## config.mk

```make
export PLATFORM = sky130hd
export DESIGN_NAME = alu_issue_ctrl
export DESIGN_NICKNAME = d
export VERILOG_FILES = /design/src/rtl/alu_pkg.sv /design/src/rtl/alu_regfile.sv /design/src/rtl/alu_issue_ctrl.sv
export SDC_FILE = /design/constraint.sdc
export NUM_CORES = 1
export LEC_CHECK = 0
export CAP_MARGIN = 15
export CORE_ASPECT_RATIO = 1.75
export CORE_MARGIN = 8
export CORE_UTILIZATION = 50
export DETAILED_ROUTE_END_ITERATION = 12
export GPL_ROUTABILITY_DRIVEN = 1
export GPL_TIMING_DRIVEN = 0
export PLACE_DENSITY = 0.72
export SKIP_CTS_REPAIR_TIMING = 1
export SYNTH_ARGS = -nofsm -noshare
export SYNTH_HDL_FRONTEND = slang
export SYNTH_SLANG_ARGS = --single-unit
```

## constraint.sdc

```tcl
create_clock -name clk -period 7.81 [get_ports clk]
set_clock_uncertainty 0.05 [all_clocks]
set_input_delay 1.562 -clock clk [delete_from_list [all_inputs] [get_ports clk]]
set_output_delay 1.562 -clock clk [all_outputs]
set_load 0.05 [all_outputs]
```

## src/rtl/alu_pkg.sv

```systemverilog
// Shared types and flag helper for the alu16 issue/writeback stage.
package alu_pkg;

  localparam int DW = 16;

  typedef enum logic [2:0] {
    OP_OR    = 3'b000,
    OP_AND   = 3'b001,
    OP_XOR   = 3'b010,
    OP_NAND  = 3'b011,
    OP_PASSB = 3'b100,
    OP_INC   = 3'b101,
    OP_ADD   = 3'b110,
    OP_SUB   = 3'b111
  } alu_op_e;

  typedef enum logic [1:0] {
    IDLE = 2'd0,
    EXEC = 2'd1,
    RESP = 2'd2
  } issue_state_e;

  typedef struct packed {
    logic n;
    logic z;
    logic v;
  } alu_flags_t;

  // Overflow is only meaningful for the arithmetic ops; loads never overflow.
  function automatic alu_flags_t calc_flags(input logic ld, input alu_op_e op,
                                            input logic [DW-1:0] a,
                                            input logic [DW-1:0] b,
                                            input logic [DW-1:0] res);
    alu_flags_t f;
    f.n = res[DW-1];
    f.z = (res == {DW{1'b0}});
    f.v = 1'b0;
    if (!ld) begin
      case (op)
        OP_ADD:  f.v = (a[DW-1] == b[DW-1]) && (res[DW-1] != a[DW-1]);
        OP_SUB:  f.v = (a[DW-1] != b[DW-1]) && (res[DW-1] != a[DW-1]);
        OP_INC:  f.v = (a == 16'h7FFF);
        default: f.v = 1'b0;
      endcase
    end else begin
      f.v = 1'b0;
    end
    return f;
  endfunction

endpackage

```

## src/rtl/alu_regfile.sv

```systemverilog
// Register file: NREGS x DW, two operand read ports, a debug read port, one write port.
module alu_regfile
  import alu_pkg::*;
#(
  parameter int NREGS = 8,
  parameter int RA    = $clog2(NREGS)
) (
  input  logic          clk,
  input  logic          rst,
  input  logic          we,
  input  logic [RA-1:0] waddr,
  input  logic [DW-1:0] wdata,
  input  logic [RA-1:0] raddr1,
  input  logic [RA-1:0] raddr2,
  input  logic [RA-1:0] dbg_addr,
  output logic [DW-1:0] rdata1,
  output logic [DW-1:0] rdata2,
  output logic [DW-1:0] dbg_data
);

  logic [DW-1:0] rf_r [NREGS];

  // Register storage, cleared asynchronously and written once per instruction.
  always_ff @(posedge clk or posedge rst) begin
    if (rst) begin
      for (int i = 0; i < NREGS; i++) begin
        rf_r[i] <= 16'h0000;
      end
    end else if (we) begin
      rf_r[waddr] <= wdata;
    end
  end

  assign rdata1   = rf_r[raddr1];
  assign rdata2   = rf_r[raddr2];
  assign dbg_data = rf_r[dbg_addr];

endmodule

```

## src/rtl/alu_issue_ctrl.sv

```systemverilog
// Operand issue and writeback control for alu16: IDLE -> EXEC -> RESP handshake sequencer.
module alu_issue_ctrl
  import alu_pkg::*;
#(
  parameter int NREGS = 8,
  parameter int RA    = $clog2(NREGS)
) (
  input  logic          clk,
  input  logic          rst,
  input  logic          instr_valid,
  output logic          instr_ready,
  input  logic          instr_ld,
  input  logic [2:0]    instr_op,
  input  logic [RA-1:0] instr_rd,
  input  logic [RA-1:0] instr_rs1,
  input  logic [RA-1:0] instr_rs2,
  input  logic [DW-1:0] instr_imm,
  output logic [DW-1:0] alu_a,
  output logic [DW-1:0] alu_b,
  output logic [2:0]    alu_op,
  input  logic [DW-1:0] alu_z,
  output logic          res_valid,
  input  logic          res_ready,
  output logic [DW-1:0] res_data,
  output logic [2:0]    res_flags,
  input  logic [RA-1:0] dbg_addr,
  output logic [DW-1:0] dbg_data
);

  issue_state_e  state_r, state_next_s;
  logic          ld_r;
  alu_op_e       op_r;
  logic [RA-1:0] rd_r, rs1_r, rs2_r;
  logic [DW-1:0] imm_r;
  logic [DW-1:0] rdata1_s, rdata2_s, wb_data_s;
  logic          we_s, accept_s;
  logic [DW-1:0] res_data_r;
  alu_flags_t    res_flags_r, flags_s;

  alu_regfile #(.NREGS(NREGS)) u_rf (
    .clk      (clk),
    .rst      (rst),
    .we       (we_s),
    .waddr    (rd_r),
    .wdata    (wb_data_s),
    .raddr1   (rs1_r),
    .raddr2   (rs2_r),
    .dbg_addr (dbg_addr),
    .rdata1   (rdata1_s),
    .rdata2   (rdata2_s),
    .dbg_data (dbg_data)
  );

  // Ready is forced low while reset is held so nothing is accepted mid-reset.
  assign instr_ready = (state_r == IDLE) && !rst;
  assign accept_s    = instr_valid && instr_ready;
  assign res_valid   = (state_r == RESP);
  assign res_data    = res_data_r;
  assign res_flags   = res_flags_r;
  assign wb_data_s   = ld_r ? imm_r : alu_z;
  assign flags_s     = calc_flags(ld_r, op_r, alu_a, alu_b, wb_data_s);

  // State register.
  always_ff @(posedge clk or posedge rst) begin
    if (rst) begin
      state_r <= IDLE;
    end else begin
      state_r <= state_next_s;
    end
  end

  // Next-state decode; ALU operands are only driven during the single EXEC cycle.
  always_comb begin
    state_next_s = state_r;
    we_s         = 1'b0;
    alu_a        = 16'h0000;
    alu_b        = 16'h0000;
    alu_op       = 3'b000;
    case (state_r)
      IDLE: begin
        if (accept_s) begin
          state_next_s = EXEC;
        end else begin
          state_next_s = IDLE;
        end
      end
      EXEC: begin
        alu_a        = rdata1_s;
        alu_b        = rdata2_s;
        alu_op       = op_r;
        we_s         = 1'b1;
        state_next_s = RESP;
      end
      RESP: begin
        if (res_ready) begin
          state_next_s = IDLE;
        end else begin
          state_next_s = RESP;
        end
      end
      default: begin
        state_next_s = IDLE;
      end
    endcase
  end

  // Instruction fields captured on acceptance.
  always_ff @(posedge clk or posedge rst) begin
    if (rst) begin
      ld_r  <= 1'b0;
      op_r  <= OP_OR;
      rd_r  <= '0;
      rs1_r <= '0;
      rs2_r <= '0;
      imm_r <= 16'h0000;
    end else if (accept_s) begin
      ld_r  <= instr_ld;
      op_r  <= alu_op_e'(instr_op);
      rd_r  <= instr_rd;
      rs1_r <= instr_rs1;
      rs2_r <= instr_rs2;
      imm_r <= instr_imm;
    end
  end

  // Result and flags, frozen from the end of EXEC until the next instruction.
  always_ff @(posedge clk or posedge rst) begin
    if (rst) begin
      res_data_r  <= 16'h0000;
      res_flags_r <= '0;
    end else if (we_s) begin
      res_data_r  <= wb_data_s;
      res_flags_r <= flags_s;
    end
  end

endmodule

```

# Word-level counts from Yosys, hierarchy flattened
# Index checks and enable logic that the tools add are counted.
[word_totals] regBits=178 input_bits=52 output_inout_bits=72
[op_classes] mux=22 bitwise=4 n_reduce_logical=8 eq_ne=9 magnitude_cmp=5
[op_table] op="16-bit two-way mux" n=10
[op_table] op="16-bit binary-select mux with 3-bit select" n=3
[op_table] op="128-bit bitwise mux" n=1
[op_table] op="16-bit demux with 3-bit select" n=1
[op_table] op="16-bit by 15-bit equality test with 1-bit output, second input constant" n=1
[op_table] op="4-bit >= comparator, second input constant" n=4
[op_table] op="16-bit logical NOT" n=1
[op_table] op="3-bit NOT with 4-bit output" n=4
[op_table] op="3-bit equality test, second input constant" n=3
[op_table] op="2-bit case mux with 3 select lines" n=1
[op_table] op="1-bit logical AND" n=5
[op_table] op="4-bit by 1-bit less-than comparator with 1-bit output, second input constant" n=1
[op_table] op="1-bit two-way mux" n=3
[op_table] op="3-bit two-way mux" n=1
[op_table] op="1-bit case mux with 3 select lines" n=1
[op_table] op="2-bit by 1-bit equality test with 1-bit output, second input constant" n=1
[op_table] op="2-bit equality test, second input constant" n=1
[op_table] op="2-bit logical NOT" n=1
[op_table] op="2-bit two-way mux" n=1
[op_table] op="1-bit inequality test" n=2
[op_table] op="1-bit equality test" n=1
[op_table] op="1-bit logical NOT" n=1

# Depth between registers and ports, before layout
[logic_depth] word_depth=9 ltp_mapped=8 ltp_nobuf=6

# Modules after synthesis
# A second synthesis with hierarchy kept.
[unflattened] hier_cells=680 hier_area_um2=10470.0
[by_module_without_submodules] module="alu_regfile" area_per_inst_um2=8031.5 cells_each=454 n_inst=1
[by_module_without_submodules] module="alu_issue_ctrl" area_per_inst_um2=2438.6 cells_each=226 n_inst=1

# Least setup slack after synthesis
# Ideal clock, no wire load.
[synth_path] kind="input-to-output" start="input port dbg_addr[0]" end="output port dbg_data[10]" stages=4 t_arrival_ns=3.036 slack_ns=3.162 n_path_buf=2 path_cell_list="clkbuf_1 > buf_2 > mux4_2 > mux2_2"
[synth_between] elab_chain_len=4
[synth_lines] element="start: declaration" line_no="alu_issue_ctrl.sv:26" text="input logic [RA-1:0] dbg_addr,"
[synth_lines] element="3-bit NOT with 4-bit output (implied by the code)" line_no="alu_regfile.sv:36" text="assign dbg_data = rf_r[dbg_addr];"
[synth_lines] element="16-bit binary-select mux with 3-bit select" line_no="alu_regfile.sv:36"
[synth_lines] element="16-bit two-way mux (implied by the code) (2 in a row)" line_no="alu_regfile.sv:36"
[synth_lines] element="end: declaration" line_no="alu_issue_ctrl.sv:27" text="output logic [DW-1:0] dbg_data"
# Every way passes these cells. The select of a mux whose other input is x is not followed.

# Worst setup path in the final report
[layout_path] start="input port dbg_addr[0]" end="output port dbg_data[9]"
# The elaborated chain is that of the path after synthesis.

==> results_dict.tcl <==
set metrics [dict create \
    dp_hpwl_microns 23100 \
    min_from "res_data[8]" \
    synth_cells 826 \
    swShare 0.415 \
    holdPathEnd "res_data[8]" \
    place_inst 1188 \
    rows 67 \
    cts_tree "yes" \
    yosys.area.top_type_share 0.458 \
    synth-main-ff-cell "dfrtp_1" \
    coreArea_sq_um 19000 \
    synth-edff-count 0 \
    cp_data_arrival_time_ps 3980 \
    async_flop_share 1.00 \
    pwr_density_cell_nw_per_um2 415 \
    ant_nets 0 \
    power_frac_comb 0.474 \
    p_clk_frac 0.179 \
    period_needed_ps 5590 \
    synth_top_area_cell "dfrtp_1" \
    slew_headroom 0.380 \
    path_class "in -> out" \
    syn_area_sq_um 9670 \
    antenna_found_initial 0 \
    portBuffers 120 \
    clockBufferDepth 2 \
    cts-root-buf "clkbuf_16" \
    grt_pass1_wl_microns 45900 \
    drive_gt1_frac 0.195 \
    worst_hold_slack_ps 440 \
    io_pins 124 \
    crit_path_max_fanout 10 \
    worstMarginPinSlew_ps 928 \
    drv_cap 0 \
    cts_htree_levels 4 \
    drc 0 \
    initial_core_util 0.508 \
    clkSinkCount 177 \
    syn-num-nets 878 \
    clk_pin_slew_ps 60 \
    synthToLayoutAreaGrowth_pct 22.0 \
    synth_seq_area_share 0.458 \
    rsz0062_at_grt "no" \
    die_h_microns 200 \
    p_int_uw 2870 \
    clock.fmax_ghz 0.179 \
    r2r-end "u_rf.rf_r[79]" \
    vias 7666 \
    yosysWarnings 0 \
    post-route-util 0.620 \
    outcome "finished, final reports clean" \
    startpoint_type "input pin" \
    slew_viol_final 0 \
    ys_ff_latch 177 \
    grt_overflow_total 0 \
    end_kind "primary output" \
    worstRegToRegCells 5 \
    viasPerCell 6.29 \
    pre_cts_slack_ps 2210 \
    numCtsBuffers 17 \
    globalplace.congestion 0.929 \
    num_antenna_cells 0 \
    r2r_setup_slack_ps 5270 \
    p_total_uw 4900 \
    finalHoldViolations 0 \
    instances_no_fill 1218 \
    worstHoldPathCells 2 \
    yosys-top-cells-count "dfrtp_1, nand2_1, mux4_2" \
    yosysUniqueCellTypes 33 \
    die_x_microns 121 \
    firstDrtPassIters 5 \
    fin_ws_ps 2220 \
    pwr-share-seq 0.347 \
    syn_avg_cell_area_sq_um 11.7 \
    period_share 0.716 \
    wl_microns 30200 \
    wire_per_inst_microns 24.8 \
    crit_required_ps 6200 \
    first_global_vias 8039 \
    drt_iter0_markers 690 \
    grt.total_usage 0.257 \
    leakagePower_uw 0.00470 \
    worst_skew_pair.late_latency_ps 440 \
    hp-class "reg -> reg" \
    setup_violations 0 \
    fin_nets 1018 \
    synthTopCellsByArea "dfrtp_1, mux4_2, nand2_1" \
    yosysMostFrequentCell "dfrtp_1" \
    power.switching_uw 2030 \
    vdd_drop_max_uv 203 \
    grt_max_degree 111 \
    dieArea_sq_um 24200 \
    regToRegStartpoint "state_r[1]" \
]
==> registers in the layout, summed over array words and instances, names as in the netlist <==
| register | count |
|---|---|
| u_rf.rf_r | 128 |
| imm_r | 16 |
| res_data | 16 |
| op_r | 3 |
| rd_r | 3 |
| rs1_r | 3 |
| rs2_r | 3 |
| res_flags | 2 |
| state_r | 2 |
| ld_r | 1 |
==> through the flow <==
step           TNS (ps)  cell area (sq um)
3_3_place_gp    -173760              11200
4_1_cts               0              11800
5_1_grt               0              11800
3_5_place_dp          0              11200
2_1_floorplan         0               9670
6_report              0              11800
==> critical path: stages <==
cell and delay [ps]:
clkbuf_1 270, buf_2 400, buf_2 380, mux4_2 360
mux2_2 290, clkdlybuf4s50_1 700
==> cells by family (layout without fill, tap and decap cells) <==
family | count (synthesis) | count (layout) | synth area share
xor gates and xnor gates | 1 | 1 | 0.000906
AOI/OAI and AO/OA | 165 | 165 | 0.0865
buffers and inverters | 75 | 226 | 0.0360
and+or+nand+nor | 235 | 235 | 0.101
DFF | 177 | 177 | 0.458
muxes | 173 | 173 | 0.318
==> how the worst max path moves through the flow <==
| stage | endpoint | depth (start not counted) | from | slack (ps) |
|---|---|---|---|---|
| final | dbg_data[9] | 6 | dbg_addr[0] | 2220 |
| after global routing | dbg_data[11] | 6 | dbg_addr[1] | 2130 |
| after CTS | dbg_data[9] | 6 | dbg_addr[0] | 2210 |
| after detailed placement | dbg_data[9] | 6 | dbg_addr[0] | 2210 |
| after global placement | u_rf.rf_r[102] | 2 | rst | -1000 |
| after floorplan | imm_r[0] | 1 | rst | 1400 |
==> layout by cell type, fill, tap and decap left out, types with 2 or more instances in the layout <==
cell type	instances
clkbuf_16	17
buf_4	6
mux2i_2	12
nand2_1	116
o21ai_1	83
a22o_1	2
mux2i_4	3
nand2b_1	2
inv_6	3
and2_1	3
nand3_1	2
buf_1	5
clkinv_4	3
dfrtp_1	177
mux2_2	16
clkdlybuf4s50_1	120
clkbuf_8	3
buf_6	2
clkbuf_1	35
nor3_1	4
mux4_2	96
mux2i_1	18
nand4_1	12
a21oi_1	79
nor2_1	87
nor3b_1	2
bufinv_16	2
buf_2	23
nand3b_1	2
inv_1	2
mux2_1	28
==> metal layers <==
metal,share of wire,track usage
met1,0.34,0.279
met2,0.53,0.448
met3,0.072,0.0487
met4,0.059,0.168
met5,0,0
==> final cells by class <==
cell class	count	area, sq um
inverter	4	22.5
sequential	177	4430
multi-input combinational	574	4890
fill	1509	7230
buffer	71	333
timing repair buffer	121	1230
clock buffer	20	467
tap	241	302
clock inverter	10	125
==> power by group through the flow <==
stage / Clock, uW / Combinational [uW] / Sequential (uW)
CTS: 879 / 2320 / 1680
global route: 914 / 2460 / 1750
floorplan: 0 / 1570 / 1710
global placement: 0 / 2270 / 1660
finish: 878 / 2320 / 1700
detailed placement: 0 / 2310 / 1700
No activity file was read; power rests on OpenSTA's default activity.
